**src/rtl/sequence_check.sv**
```systemverilog
// Checks a player's sequence of switch values against a desired sequence, one button press per value.
// A round ends with a single-cycle pass, mismatch or timeout pulse. Every output comes straight from a register.
module sequence_check #(
  parameter int WIDTH   = 6,
  parameter int DEPTH   = 8,
  parameter int TIMEOUT = 1000,
  localparam int IW     = $clog2(DEPTH + 1)
) (
  input  logic             clk,
  input  logic             reset,
  input  logic             start,
  input  logic [IW-1:0]    seq_len,
  input  logic [WIDTH-1:0] number_input,
  input  logic             button,
  input  logic [WIDTH-1:0] number_desired,
  output logic [IW-1:0]    desired_addr,
  output logic             busy,
  output logic [IW-1:0]    step,
  output logic             input_done,
  output logic             input_correct,
  output logic             input_wrong,
  output logic             timed_out
);

  localparam int TW = $clog2(TIMEOUT + 1);

  typedef enum logic {
    IDLE   = 1'b0,
    ACTIVE = 1'b1
  } state_t;

  state_t          state_reg, state_next;
  logic [IW-1:0]   len_reg, len_next;
  logic [IW-1:0]   step_reg, step_next;
  logic [TW-1:0]   timer_reg, timer_next;
  logic            button_q;
  logic            zero_pend_reg, zero_pend_next;
  logic            done_reg, done_next;
  logic            correct_reg, correct_next;
  logic            wrong_reg, wrong_next;
  logic            timeout_reg, timeout_next;

  logic            press;
  logic            match;
  logic            last_step;
  logic            expired;
  logic [IW-1:0]   len_clip;

  // A press is the rising edge of the already-synchronised button level.
  assign press     = button & ~button_q;
  assign match     = (number_input == number_desired);
  assign last_step = ((step_reg + IW'(1)) == len_reg);
  assign expired   = (timer_reg == TW'(TIMEOUT - 1));
  assign len_clip  = (seq_len > IW'(DEPTH)) ? IW'(DEPTH) : seq_len;

  always_comb begin
    state_next     = state_reg;
    len_next       = len_reg;
    step_next      = step_reg;
    timer_next     = timer_reg;
    zero_pend_next = 1'b0;
    done_next      = 1'b0;
    correct_next   = 1'b0;
    wrong_next     = 1'b0;
    timeout_next   = 1'b0;

    // An empty round never goes active; it reports a pass on the following edge.
    if (zero_pend_reg) begin
      done_next    = 1'b1;
      correct_next = 1'b1;
    end

    if (start) begin
      len_next   = len_clip;
      step_next  = '0;
      timer_next = '0;
      if (len_clip == '0) begin
        state_next     = IDLE;
        zero_pend_next = 1'b1;
      end else begin
        state_next = ACTIVE;
      end
    end else if (state_reg == ACTIVE) begin
      if (press) begin
        timer_next = '0;
        if (match && last_step) begin
          done_next    = 1'b1;
          correct_next = 1'b1;
          step_next    = '0;
          state_next   = IDLE;
        end else if (match) begin
          step_next = step_reg + IW'(1);
        end else begin
          done_next  = 1'b1;
          wrong_next = 1'b1;
          step_next  = '0;
          state_next = IDLE;
        end
      end else if (expired) begin
        done_next    = 1'b1;
        wrong_next   = 1'b1;
        timeout_next = 1'b1;
        step_next    = '0;
        timer_next   = '0;
        state_next   = IDLE;
      end else begin
        timer_next = timer_reg + TW'(1);
      end
    end
  end

  always_ff @(posedge clk or posedge reset) begin
    if (reset) begin
      state_reg     <= IDLE;
      len_reg       <= '0;
      step_reg      <= '0;
      timer_reg     <= '0;
      button_q      <= 1'b0;
      zero_pend_reg <= 1'b0;
      done_reg      <= 1'b0;
      correct_reg   <= 1'b0;
      wrong_reg     <= 1'b0;
      timeout_reg   <= 1'b0;
    end else begin
      state_reg     <= state_next;
      len_reg       <= len_next;
      step_reg      <= step_next;
      timer_reg     <= timer_next;
      button_q      <= button;
      zero_pend_reg <= zero_pend_next;
      done_reg      <= done_next;
      correct_reg   <= correct_next;
      wrong_reg     <= wrong_next;
      timeout_reg   <= timeout_next;
    end
  end

  assign desired_addr  = step_reg;
  assign step          = step_reg;
  assign busy          = (state_reg == ACTIVE);
  assign input_done    = done_reg;
  assign input_correct = correct_reg;
  assign input_wrong   = wrong_reg;
  assign timed_out     = timeout_reg;

endmodule

```
**config.mk**
```make
export PLATFORM = sky130hd
export DESIGN_NAME = sequence_check
export DESIGN_NICKNAME = d
export VERILOG_FILES = /design/src/rtl/sequence_check.sv
export SDC_FILE = /design/constraint.sdc
export NUM_CORES = 1
export LEC_CHECK = 0
export BUFFER_PORTS_ARGS = -buffer_cell sky130_fd_sc_hd__buf_2
export CORE_UTILIZATION = 52
export DETAILED_ROUTE_END_ITERATION = 16
export PLACE_DENSITY = 0.78
export SETUP_SLACK_MARGIN = 0.2
export SYNTH_ARGS = -nofsm -noshare
export SYNTH_HDL_FRONTEND = slang
export SYNTH_SLANG_ARGS = --single-unit
```
**constraint.sdc**
```tcl
create_clock -name clk -period 2.3 [get_ports clk]
set_input_delay 0.46 -clock clk [delete_from_list [all_inputs] [get_ports clk]]
set_output_delay 0.46 -clock clk [all_outputs]
set_load 0.02 [all_outputs]
```
==> flow_summary.json <==
{
  "yosys.area.top_type": "dfrtp_1",
  "hold_class": "input pin to asynchronous set/reset pin",
  "wl_per_cell_um": 13.0,
  "setup_violations": 0,
  "final_max_slew_viol_count": 0,
  "total_power_w": 0.000764,
  "numCtsBuffers": 3,
  "critPathArrivalTime_ns": 2.14,
  "n_antenna_cell": 0,
  "layout_commonest_cell": "buf_2",
  "wl_met3_um": 89,
  "syn_avg_cell_area_sq_um": 10.2,
  "cts_hold_buffers": 0,
  "cts_setup_buffers": 0,
  "status": "completed",
  "pre_cts_ws_ns": 0.441,
  "drt-met1-wl_um": 1010,
  "ir_drop_mv": 0.284,
  "syn_nets": 152,
  "synth_edf_count": 0,
  "viasPerCell": 5.36,
  "maxSlewHeadroom_pct": 68.8,
  "rsz0062_at_grt": "false",
  "hold_ws_ns": 0.161,
  "worst-path-max-fanout": 6,
  "coreArea_sq_um": 2300,
  "routed_wl_um": 2450,
  "fin_crit_ns": 1.89,
  "synth_seq_cells": 25,
  "cp.required_ns": 2.55,
  "max_cap_viol_count": 0,
  "dpl.hpwl_um": 1890,
  "post-route-drc-count": 0,
  "fin_setup_tns_ns": 0,
  "finalWorstSetupSlack_ns": 0.408,
  "cts_max_path_buffers": 2,
  "setup.worst_path.class": "register to register",
  "yosysWarningCount": 0,
  "synth_top_cell_area_share_pct": 47.3,
  "cts_max_level": 1,
  "reg2reg_from": "desired_addr[0]",
  "synth-main-ff-cell": "dfrtp_1",
  "gr-total-overflow": 0,
  "rows": 17,
  "clkTransAtPathRegs_ns": 0.14,
  "regToRegSetupSlack_ns": 0.41,
  "ys_types": 35,
  "place.gp.congestion": 0.764,
  "antenna_found_initial": 0,
  "yosys-top-cells-area": "dfrtp_1 47%, xnor2_1 6.6%, xor2_1 6.6%",
  "dr_wl_met2_um": 1340,
  "cp-start-kind": "register",
  "endpoint_kind": "register",
  "worstRegToRegCells": 6,
  "pwr_density_cell_nw_per_um2": 506,
  "fillCellCount": 195,
  "largest_reg_flops": 10,
  "die_x_um": 52.4,
  "vias": 1008,
  "clock-skew-final_ns": 0.00571,
  "io_buffer_count": 32,
  "drive_gt1_share_pct": 25.6,
  "dr.pass1.iters": 4,
  "grt_util_all_layers_pct": 20.9,
  "synthArstFlopShare_pct": 100,
  "grt_max_degree": 26,
  "grt_pass1_wl_um": 4170,
  "ctsResizeCount": 0,
  "routed.top_layer": "met4",
  "ant_nets": 0,
  "synth_area_sq_um": 1320,
  "syn_to_final_growth_pct": 14.3,
  "cts_root_buf": "clkbuf_4",
  "first_iter_violations": 14,
  "cts_sinks": 25,
  "yosysSeqAreaShare_pct": 47.3,
  "fin_util_pct": 65.7,
  "tightest_slew_ns": 0.462,
  "timing.final.crit_share_pct": 82.3,
  "final_cell_mix": "32 x buf_2, 25 x dfrtp_1, 13 x nor2_1",
  "cts_tree": "done",
  "die-area_sq_um": 2750,
  "initial_core_util_pct": 57.5,
  "synthCells": 130,
  "grt_pass1_vias": 985,
  "fmax_ghz": 0.528,
  "nets": 183,
  "p_leak_nw": 0.742,
  "fp.dieH_um": 52.4,
  "rr_endpoint": "desired_addr[3]",
  "hold_viol_final": 0,
  "clock_latency_ns": 0.31,
  "ios": 33
}
critical path, cell delays in order, from the launching register on:
cell and delay [ns]:
dfrtp_1 0.48, ha_1 0.28, xnor2_1 0.15, xnor2_1 0.26, nor4_4 0.08, or3_1 0.43
o2bb2ai_1 0.16
per-stage QoR:
stage	cells	area, sq um
2_1_floorplan	130	1320
3_3_place_gp	184	1480
3_5_place_dp	184	1480
4_1_cts	188	1510
5_1_grt	188	1510
6_report	188	1510
power by group:
part           switching (W)  internal (W)  total, W
Combinational      0.0000578     0.0000459  0.000104
Sequential         0.0000145      0.000454  0.000468
Clock               0.000127     0.0000649  0.000192
cell usage after synthesis (2+ instances only):
master	n
clkbuf_1	3
nand4_1	2
nand2_1	10
dfrtp_1	25
o2bb2ai_1	2
nor2_1	13
or2_1	2
a21o_1	3
a21oi_1	3
buf_4	4
inv_1	6
nor2b_1	3
ha_1	2
o22ai_1	3
nand2b_1	5
xor2_1	10
xnor2_1	10
and4_1	2
or3_1	2
nand3_1	5
how the worst max path moves through the flow:
stage	start	endpoint	cells past startpoint
4_1_cts	desired_addr[0]	desired_addr[3]	6
3_5_place_dp	desired_addr[0]	desired_addr[3]	6
6_report	desired_addr[0]	desired_addr[3]	6
2_1_floorplan	desired_addr[0]	desired_addr[3]	6
3_3_place_gp	desired_addr[0]	busy	5
5_1_grt	desired_addr[0]	desired_addr[2]	6
layout make-up:
type                       instances  area, sq um  area share, %
clock buffer                       3         22.5           1.49
clock inverter                     1         5.00          0.331
inverter                           6         22.5           1.49
multi-input combinational         92          632           41.8
sequential                        25          626           41.4
tap                               28         35.0           2.32
timing repair buffer              33          168           11.1
metal layers:
metal	GRT usage, %	vias up
li1	-	505
met1	23.9	477
met2	39.5	24
met3	2.61	2
met4	7.02	0
met5	0	-
cells by family (layout without fill, tap and decap cells):
group,count (synthesis),count (layout),synth area share (%)
compound gates,17,17,9.66
xor+xnor,20,20,13.3
fa+ha+maj,2,2,1.89
buf+inv,13,43,4.83
flops,25,25,47.3
mux,3,3,2.46
simple gates,50,50,20.5
No activity file was read; power rests on OpenSTA's default activity.
